===== config.mk =====
export PLATFORM = sky130hd
export DESIGN_NAME = gshare_predictor
export DESIGN_NICKNAME = d
export VERILOG_FILES = /design/src/rtl/gshare_predictor.sv
export SDC_FILE = /design/constraint.sdc
export NUM_CORES = 2
export LEC_CHECK = 0
export ABC_AREA = 1
export CORE_UTILIZATION = 50
export CTS_BUF_LIST = sky130_fd_sc_hd__clkbuf_2 sky130_fd_sc_hd__clkbuf_4 sky130_fd_sc_hd__clkbuf_8
export DETAILED_ROUTE_END_ITERATION = 12
export PLACE_DENSITY = 0.73
export REMOVE_ABC_BUFFERS = 1
export SYNTH_ARGS = -nofsm -noshare
export SYNTH_HDL_FRONTEND = slang
export SYNTH_SLANG_ARGS = --single-unit

===== constraint.sdc =====
create_clock -name clk -period 44.9 [get_ports clk]
set_input_delay 6.735 -clock clk [delete_from_list [all_inputs] [get_ports clk]]
set_output_delay 6.735 -clock clk [all_outputs]
set_load 0.05 [all_outputs]

===== src/rtl/gshare_predictor.sv =====
// Gshare branch predictor: global-history-XOR-PC indexed PHT of 2-bit
// counters plus a direct-mapped BTB. Lookup is combinational. Resolution
// updates train the PHT and BTB and repair the speculative history.
module gshare_predictor #(
    parameter int XLEN      = 32,
    parameter int GHR_W     = 4,
    parameter int IDX_W     = 6,
    parameter int BTB_IDX_W = 4
) (
    input  logic             clk,
    input  logic             rst,
    input  logic             fetch_valid,
    input  logic [XLEN-1:0]  fetch_pc,
    output logic             pred_valid,
    output logic             pred_taken,
    output logic [XLEN-1:0]  pred_pc,
    output logic [GHR_W-1:0] pred_ghr,
    input  logic             res_valid,
    input  logic [XLEN-1:0]  res_pc,
    input  logic [XLEN-1:0]  res_target,
    input  logic             res_taken,
    input  logic             res_is_cond,
    input  logic             res_mispredict,
    input  logic [GHR_W-1:0] res_ghr,
    output logic [31:0]      mispredict_count
);
    localparam int PHT_N = 1 << IDX_W;
    localparam int BTB_N = 1 << BTB_IDX_W;
    localparam int TAG_W = XLEN - BTB_IDX_W - 2;

    logic [GHR_W-1:0] spec_ghr;
    logic [1:0]       pht        [PHT_N];
    logic             btb_valid  [BTB_N];
    logic [TAG_W-1:0] btb_tag    [BTB_N];
    logic [XLEN-1:0]  btb_target [BTB_N];
    logic             btb_is_cond[BTB_N];

    logic [IDX_W-1:0]     fetch_pht_idx;
    logic [BTB_IDX_W-1:0] fetch_btb_idx;
    logic [TAG_W-1:0]     fetch_tag;
    logic                 fetch_is_cond;
    logic [IDX_W-1:0]     res_pht_idx;
    logic [BTB_IDX_W-1:0] res_btb_idx;
    logic [TAG_W-1:0]     res_tag;
    logic                 recover;

    // PC bits [1:0] never address anything; instructions are word aligned.
    logic unused_res_pc_lo;
    assign unused_res_pc_lo = ^res_pc[1:0];

    // Combinational lookup against the registered (pre-update) state.
    always_comb begin
        fetch_pht_idx = fetch_pc[IDX_W+1:2] ^ IDX_W'(spec_ghr);
        fetch_btb_idx = fetch_pc[BTB_IDX_W+1:2];
        fetch_tag     = fetch_pc[XLEN-1:BTB_IDX_W+2];
        fetch_is_cond = btb_is_cond[fetch_btb_idx];
        pred_valid    = btb_valid[fetch_btb_idx] && (btb_tag[fetch_btb_idx] == fetch_tag);
        pred_taken    = pred_valid && (!fetch_is_cond || pht[fetch_pht_idx][1]);
        pred_pc       = pred_taken ? btb_target[fetch_btb_idx] : fetch_pc + XLEN'(4);
        pred_ghr      = spec_ghr;
        res_pht_idx   = res_pc[IDX_W+1:2] ^ IDX_W'(res_ghr);
        res_btb_idx   = res_pc[BTB_IDX_W+1:2];
        res_tag       = res_pc[XLEN-1:BTB_IDX_W+2];
        recover       = res_valid && res_mispredict;
    end

    // Speculative history: recovery from EX overrides the fetch-side shift.
    always_ff @(posedge clk or posedge rst) begin
        if (rst) begin
            spec_ghr <= '0;
        end else if (recover) begin
            spec_ghr <= res_is_cond ? GHR_W'({res_ghr, res_taken}) : res_ghr;
        end else if (fetch_valid && pred_valid && fetch_is_cond) begin
            spec_ghr <= GHR_W'({spec_ghr, pred_taken});
        end
    end

    // PHT training with the history snapshot the branch was predicted with.
    always_ff @(posedge clk or posedge rst) begin
        if (rst) begin
            for (int i = 0; i < PHT_N; i++) pht[i] <= 2'b01;
        end else if (res_valid && res_is_cond) begin
            if (res_taken && pht[res_pht_idx] != 2'b11)
                pht[res_pht_idx] <= pht[res_pht_idx] + 2'b01;
            else if (!res_taken && pht[res_pht_idx] != 2'b00)
                pht[res_pht_idx] <= pht[res_pht_idx] - 2'b01;
        end
    end

    // BTB fill on every taken control-flow resolution.
    always_ff @(posedge clk or posedge rst) begin
        if (rst) begin
            for (int i = 0; i < BTB_N; i++) begin
                btb_valid[i]   <= 1'b0;
                btb_tag[i]     <= '0;
                btb_target[i]  <= '0;
                btb_is_cond[i] <= 1'b0;
            end
        end else if (res_valid && res_taken) begin
            btb_valid[res_btb_idx]   <= 1'b1;
            btb_tag[res_btb_idx]     <= res_tag;
            btb_target[res_btb_idx]  <= res_target;
            btb_is_cond[res_btb_idx] <= res_is_cond;
        end
    end

    // Saturating mispredict counter.
    always_ff @(posedge clk or posedge rst) begin
        if (rst) begin
            mispredict_count <= '0;
        end else if (recover && mispredict_count != 32'hFFFF_FFFF) begin
            mispredict_count <= mispredict_count + 32'd1;
        end
    end
endmodule

# Word level (Yosys, flattened, before mapping)
# Index checks and enable logic that the tools add are counted.
# totals
register_bits,1124
in_bits,107
out_inout_bits,70
word_cells,206
# classes
n_addsub,4
magnitude_cmp,6
n_eq_ne,3
muxes,37
bitwise_logic,7
reduce_logical,19
# op_table
op,count
bitwise mux 512 bit,1
bitwise mux 416 bit,1
bitwise mux 128 bit,2
2-to-1 mux 128 bit,2
binary-select mux 32 bit (select 4 bit),1
demux 32 bit (select 4 bit),1
2-to-1 mux 32 bit,4
binary-select mux 26 bit (select 4 bit),1
demux 26 bit (select 4 bit),1
2-to-1 mux 26 bit,3
adder 32 x 1 -> 32 bit (second input constant),1
adder 32 x 3 -> 32 bit (second input constant),1
inequality test 32 bit (second input constant),1
== test 26 bit,1
binary-select mux 2 bit (select 6 bit),2
bitwise mux 16 bit,1
OR 16 bit,1
greater-or-equal comparator 7 bit (second input constant),2
NOT 6 -> 7 bit,2
demux 2 bit (select 6 bit),1
logical AND 1 bit,12
2-to-1 mux 4 bit,3
bitwise XOR 6 x 4 -> 6 bit,2
greater-or-equal comparator 5 bit (second input constant),2
14 further kinds,27

# Longest topological paths before layout
# depth
depth_word,10
mapped_depth,23
ltp_nobuf,21

# Worst setup path before layout
# Ideal clock, no wire load.
# synth_timing
kind,input port to output port
from,input port fetch_pc[2]
to,output port pred_pc[15]
arrival_ns,9.268
required_ns,38.165
setup_slack_ns,28.897
path_stages,19
path_buffers,4
cell_sequence,buf_6 inv_4 buf_6 buf_4 nand2_1 nand3_1 nand3_1 nand3_1 nand2_1 nand2_1 nand2_1 nor2_1 nand2_1 nor2_1 nand2_1 nor2_8 nand2_4 buf_6 o21ai_1
# synth_via
elab_chain_len,8
elab_cells_between_ends,25
classes_between,add/sub: 1; eq/ne: 1; mux: 16; bitwise: 3; reduce/logical: 4
# synth_lines
item,line,rtl
start: declaration,13,"input logic [XLEN-1:0] fetch_pc,"
NOT 4 -> 5 bit (not written as such) (*),57,pred_valid = btb_valid[fetch_btb_idx] && (btb_tag[fetch_btb_idx] == fetch_tag);
binary-select mux 26 bit (select 4 bit),57,
2-to-1 mux 26 bit (not written as such) (2 in a row),57,
== test 26 bit,57,
logical AND 1 bit (*),57,
via pred_valid,14,"output logic pred_valid,"
logical AND 1 bit (*),58,pred_taken = pred_valid && (!fetch_is_cond || pht[fetch_pht_idx][1]);
2-to-1 mux 32 bit (*),59,pred_pc = pred_taken ? btb_target[fetch_btb_idx] : fetch_pc + XLEN'(4);
end: declaration,16,"output logic [XLEN-1:0] pred_pc,"
# Mark *: on every way through the listed nets, which the timed path passes. The rest lies on a longest branch. The select of a mux whose other input is x is not followed.

# Final worst setup path
# layout_timing
from,input port fetch_pc[2]
to,output port pred_pc[7]
# layout_via
elab_chain_len,8
elab_cells_between_ends,25
classes_between,add/sub: 1; eq/ne: 1; mux: 16; bitwise: 3; reduce/logical: 4
# layout_lines
item,line
NOT 4 -> 5 bit (not written as such) / bitwise XOR 6 x 4 -> 6 bit (equally long branches),-
"binary-select mux 26 bit (select 4 bit), or another cell as far along",57
"2-to-1 mux 26 bit (not written as such), or another cell as far along (2 in a row)",57
"== test 26 bit, or another cell as far along",57
logical AND 1 bit / logical OR 1 bit (equally long branches),"57, 58"
logical AND 1 bit,58
2-to-1 mux 32 bit (*),59
# Mark *: on every way between the ends. The rest lies on a longest branch, timed or not. The select of a mux whose other input is x is not followed.

==> metrics.txt <==
# TYPE chip_impl_metric gauge
chip_impl_info{name="status",value="completed"} 1
chip_impl_metric{name="cts.sinks",unit=""} 1124
chip_impl_metric{name="detail-route-antenna-nets",unit=""} 0
chip_impl_metric{name="initial_core_util",unit="%"} 50.36
chip_impl_metric{name="final_cell_count_without_fillers",unit=""} 8359
chip_impl_metric{name="crit_cells",unit=""} 19
chip_impl_metric{name="post_cts_hold_fix_bufs",unit=""} 0
chip_impl_metric{name="cts.repair.resized",unit=""} 0
chip_impl_metric{name="postCtsSetupRepairBufs",unit=""} 0
chip_impl_metric{name="yosys_register_bits",unit=""} 1124
chip_impl_info{name="tritoncts",value="done"} 1
chip_impl_metric{name="hold_violation_total_from_the_final_report",unit=""} 0
chip_impl_metric{name="number_of_buffers_on_the_longest_clock_path",unit=""} 3
chip_impl_metric{name="place.detailed.instances",unit=""} 8022
chip_impl_metric{name="critical-path-max-stage-delay",unit="ns"} 0.92
chip_impl_metric{name="slew_headroom",unit="%"} 17.99
chip_impl_metric{name="coreArea",unit="um2"} 107100
chip_impl_metric{name="final_core_utilization",unit="%"} 55.98
chip_impl_metric{name="synthArstFlopShare",unit="%"} 100.0
chip_impl_metric{name="nFillCells",unit=""} 9729
chip_impl_info{name="synth.most_common_cell",value="nand2_1"} 1
chip_impl_metric{name="drv_cap",unit=""} 0
chip_impl_metric{name="place_ws",unit="ns"} 25.23
chip_impl_metric{name="layout_worst_path_cycle_share",unit="%"} 44.61
chip_impl_metric{name="layout.nets",unit=""} 6914
chip_impl_metric{name="grt_pass1_wl",unit="um"} 251700
chip_impl_metric{name="multi_input_comb_area",unit="um2"} 21850
chip_impl_metric{name="finalWorstSetupSlack",unit="ns"} 24.87
chip_impl_metric{name="gp_congestion",unit=""} 0.9458
chip_impl_metric{name="critPathRequiredTime",unit="ns"} 38.17
chip_impl_info{name="r2r-end",value="pht[111]$_DFFE_PP0P_"} 1
chip_impl_metric{name="vias_in_the_first_global_route",unit=""} 44110
chip_impl_info{name="cpMostUsedCell",value="nand2_1"} 1
chip_impl_metric{name="die_height",unit="um"} 330.4
chip_impl_metric{name="drt-pass1-iter-count",unit=""} 7
chip_impl_metric{name="synth.top_cell.area_share",unit="%"} 49.20
chip_impl_metric{name="final.setup.tns",unit="ns"} 0
chip_impl_metric{name="reg2reg_setup_slack",unit="ns"} 41.18
chip_impl_metric{name="worst_endpoint_data_arrival_time",unit="ns"} 13.30
chip_impl_metric{name="drt_iter0_drc",unit=""} 5529
chip_impl_metric{name="totalWireLength",unit="um"} 161800
chip_impl_info{name="synthDominantAreaCellType",value="dfrtp_1"} 1
chip_impl_metric{name="grt_start_max_net_pins",unit=""} 241
chip_impl_metric{name="die_width",unit="um"} 330.4
chip_impl_metric{name="clkSlewWorstSetupHoldPaths",unit="ns"} 0.06
chip_impl_info{name="crit_path_end_kind",value="output pin"} 1
chip_impl_metric{name="rows",unit=""} 120
chip_impl_metric{name="routed_wire_length_per_instance",unit="um"} 19.35
chip_impl_metric{name="p_leak",unit="nW"} 28.87
chip_impl_info{name="worstHoldPathType",value="reg -> reg"} 1
chip_impl_metric{name="finalSetupViolCount",unit=""} 0
chip_impl_metric{name="synthesis.yosys.warnings",unit=""} 0
chip_impl_info{name="worst-setup-path-type",value="in -> out"} 1
chip_impl_metric{name="die_area",unit="um2"} 109100
chip_impl_info{name="critical_path.startpoint_type",value="primary input"} 1
chip_impl_metric{name="cts_buffers",unit=""} 182
chip_impl_metric{name="post_synth_inst_count",unit=""} 6890
chip_impl_metric{name="synth_cell_type_count",unit=""} 51
chip_impl_metric{name="sum_of_overflow_across_all_layers_after_global_routing",unit=""} 0
chip_impl_info{name="rsz0062_at_grt",value="false"} 1
chip_impl_info{name="holdCritStartpoint",value="btb_valid[6]$_DFFE_PP0P_"} 1
chip_impl_metric{name="buffering_stage_count_on_the_worst_path_with_inverters_included",unit=""} 6
chip_impl_metric{name="clock.fmax",unit="MHz"} 49.92
chip_impl_metric{name="vias",unit=""} 47350
chip_impl_metric{name="share_of_post_route_cells_with_drive_strength_above_1",unit="%"} 7.423
chip_impl_metric{name="reg2reg_depth",unit=""} 17
chip_impl_metric{name="ff_latch_area",unit="um2"} 28210
chip_impl_info{name="crit_path_cell_trace",value="buf_8 -> inv_16 -> buf_4 -> buf_4 -> nand2_1 -> nand2_1 -> nand2_1 -> o21ai_0 -> nand2_1 -> nand2_1 -> inv_1 -> nand3_1 -> nand2_1 -> nor2_1 -> nand3_1 -> nor2_1 -> nand3_2 -> o21ai_1 -> clkdlybuf4s50_1"} 1
chip_impl_metric{name="hold_path_depth",unit=""} 2
chip_impl_metric{name="synth_edf_count",unit=""} 0
chip_impl_info{name="netlist_top_cells_count",value="2,135 x nand2_1, 1,329 x o21ai_0, 1,060 x dfrtp_1, 560 x nor2_1, 460 x inv_1"} 1
chip_impl_metric{name="power-per-cell-area",unit="nW/um2"} 45.10
chip_impl_metric{name="ratio_of_routed_vias_to_standard_cells",unit=""} 5.664
chip_impl_metric{name="finalWorstPathRequiredPeriod",unit="ns"} 20.03
chip_impl_metric{name="grt_antenna_before_repair",unit=""} 9
chip_impl_metric{name="final_max_slew_viol_count",unit=""} 0
chip_impl_info{name="timing.critical_path.max_delay_family",value="buffers and inverters"} 1
chip_impl_metric{name="layout_area_overhead",unit="%"} 11.16
chip_impl_metric{name="clk-insertion-delay-late",unit="ns"} 0.91
chip_impl_metric{name="cts_htree_levels",unit=""} 4
chip_impl_info{name="cell_types_with_the_largest_area_share_after_synthesis",value="dfrtp_1 49%, nand2_1 15%, o21ai_0 12%"} 1
chip_impl_info{name="ys_dominant_reg_cell",value="dfrtp_1"} 1
chip_impl_metric{name="number_of_top_level_design_ports",unit=""} 177
chip_impl_info{name="hold-path-endpoint",value="btb_valid[6]$_DFFE_PP0P_"} 1
chip_impl_metric{name="synth_sequential_area_ratio",unit="%"} 52.32
chip_impl_metric{name="syn-mean-instance-area",unit="um2"} 7.825
chip_impl_metric{name="hpwl",unit="um"} 91380
chip_impl_metric{name="max-vdd-ir-drop",unit="mV"} 0.02872
chip_impl_metric{name="mappedNetlistArea",unit="um2"} 53910
chip_impl_info{name="crit_slowest_cell",value="clkdlybuf4s50_1"} 1
chip_impl_metric{name="tightestPinTransition",unit="ns"} 1.221
chip_impl_info{name="cts_root_buf",value="clkbuf_8"} 1
chip_impl_metric{name="post_route_drc_violation_count",unit=""} 0
chip_impl_metric{name="clock_skew",unit="ns"} 0.03961
chip_impl_metric{name="grt_usage",unit="%"} 29.64
chip_impl_metric{name="place.port_buffers",unit=""} 174
chip_impl_metric{name="crit_path_max_fanout",unit=""} 240
chip_impl_metric{name="total_power",unit="mW"} 2.703
## worst reg2reg max path: stages (launching register included)
cell and delay, ns:
dfstp_2 0.53, nor2_1 0.04, nor2_1 0.13, nand2_1 0.06, o31ai_1 0.41, nand2_1 0.10, nor2_1 0.15, nand2_2 0.07
buf_4 0.36, ha_1 0.38, nor2_1 0.09, o211ai_1 0.10, inv_1 0.35, nand2_1 0.33, nor2_1 0.23, inv_1 0.11
nand2_1 0.07, o21ai_0 0.07
## placed cells by master (no fill, tap or decap), types with 5 or more instances in the layout
master	instances
a21oi_1	26
a221oi_1	21
a22oi_1	13
a31oi_1	7
a32o_1	13
buf_4	57
clkbuf_4	68
clkbuf_8	235
clkdlybuf4s50_1	171
clkinv_2	12
dfrtp_1	1060
dfstp_2	64
diode_2	5
inv_1	458
inv_2	11
nand2_1	2122
nand2_4	13
nand3_1	261
nand3_2	7
nand4_1	23
nor2_1	560
nor3_1	23
nor4_1	13
o211a_1	10
o211ai_1	40
o21ai_0	1329
o21ai_1	51
o21ai_2	6
o221ai_1	42
o22ai_1	107
xnor2_1	16
xor2_1	48
## state kept, by name (all words and copies together) (netlist names), named ones only
register          flops
btb_target          512
btb_tag             416
pht                  64
mispredict_count     32
btb_is_cond          16
btb_valid            16
pred_ghr              4
## power breakdown
group / switching, mW / internal, mW
Combinational: 0.285 / 0.157
Clock: 0.428 / 0.546
Sequential: 0.0944 / 1.19
Total: 0.808 / 1.90
## layout make-up
class | count | share of cell area (%)
flip-flops and latches | 1124 | 47.07
diodes | 5 | 0.02088
repair buffers | 232 | 3.687
well taps | 1403 | 2.929
inverters | 477 | 3.044
clock inverters | 29 | 0.5428
clock buffers | 303 | 6.249
multi-input cells | 4786 | 36.46
## layer usage
layer,GRT usage [%],share of wire (%),up-vias
li1,-,-,22230
met5,0,0.038,-
met3,5.839,9.3,338
met1,41.77,43,22660
met4,10.72,3.1,10
met2,45.57,45,2108
## cells by family after synthesis
family / Yosys count / share of synthesized area (%)
and+or+nand+nor: 3040 / 22.21
AOI/OAI and AO/OA: 1676 / 16.83
DFF: 1124 / 52.32
buffers and inverters: 980 / 7.459
xor gates and xnor gates: 66 / 1.086
adders and majority gates: 4 / 0.09283
## worst max-delay path by stage
stage	startpoint	end	slack (ns)
after global placement	fetch_pc[2]	pred_pc[21]	25.23
after floorplan	rst	btb_is_cond[0]$_DFFE_PP0P_	6.62
after CTS	fetch_pc[2]	pred_pc[25]	25.21
final	fetch_pc[2]	pred_pc[7]	24.87
after detailed placement	fetch_pc[2]	pred_pc[25]	25.23
after global routing	fetch_pc[2]	pred_pc[25]	24.62
## stage by stage
step / area (um2) / hold slack [ns]
after global routing: 59920 / 0.4720
after CTS: 59920 / 0.4544
final: 59930 / 0.4541
after detailed placement: 55850 / 0.4384
after floorplan: 51680 / 0.4228
after global placement: 55850 / 0.4332
Power figures use the tool's default switching activity.
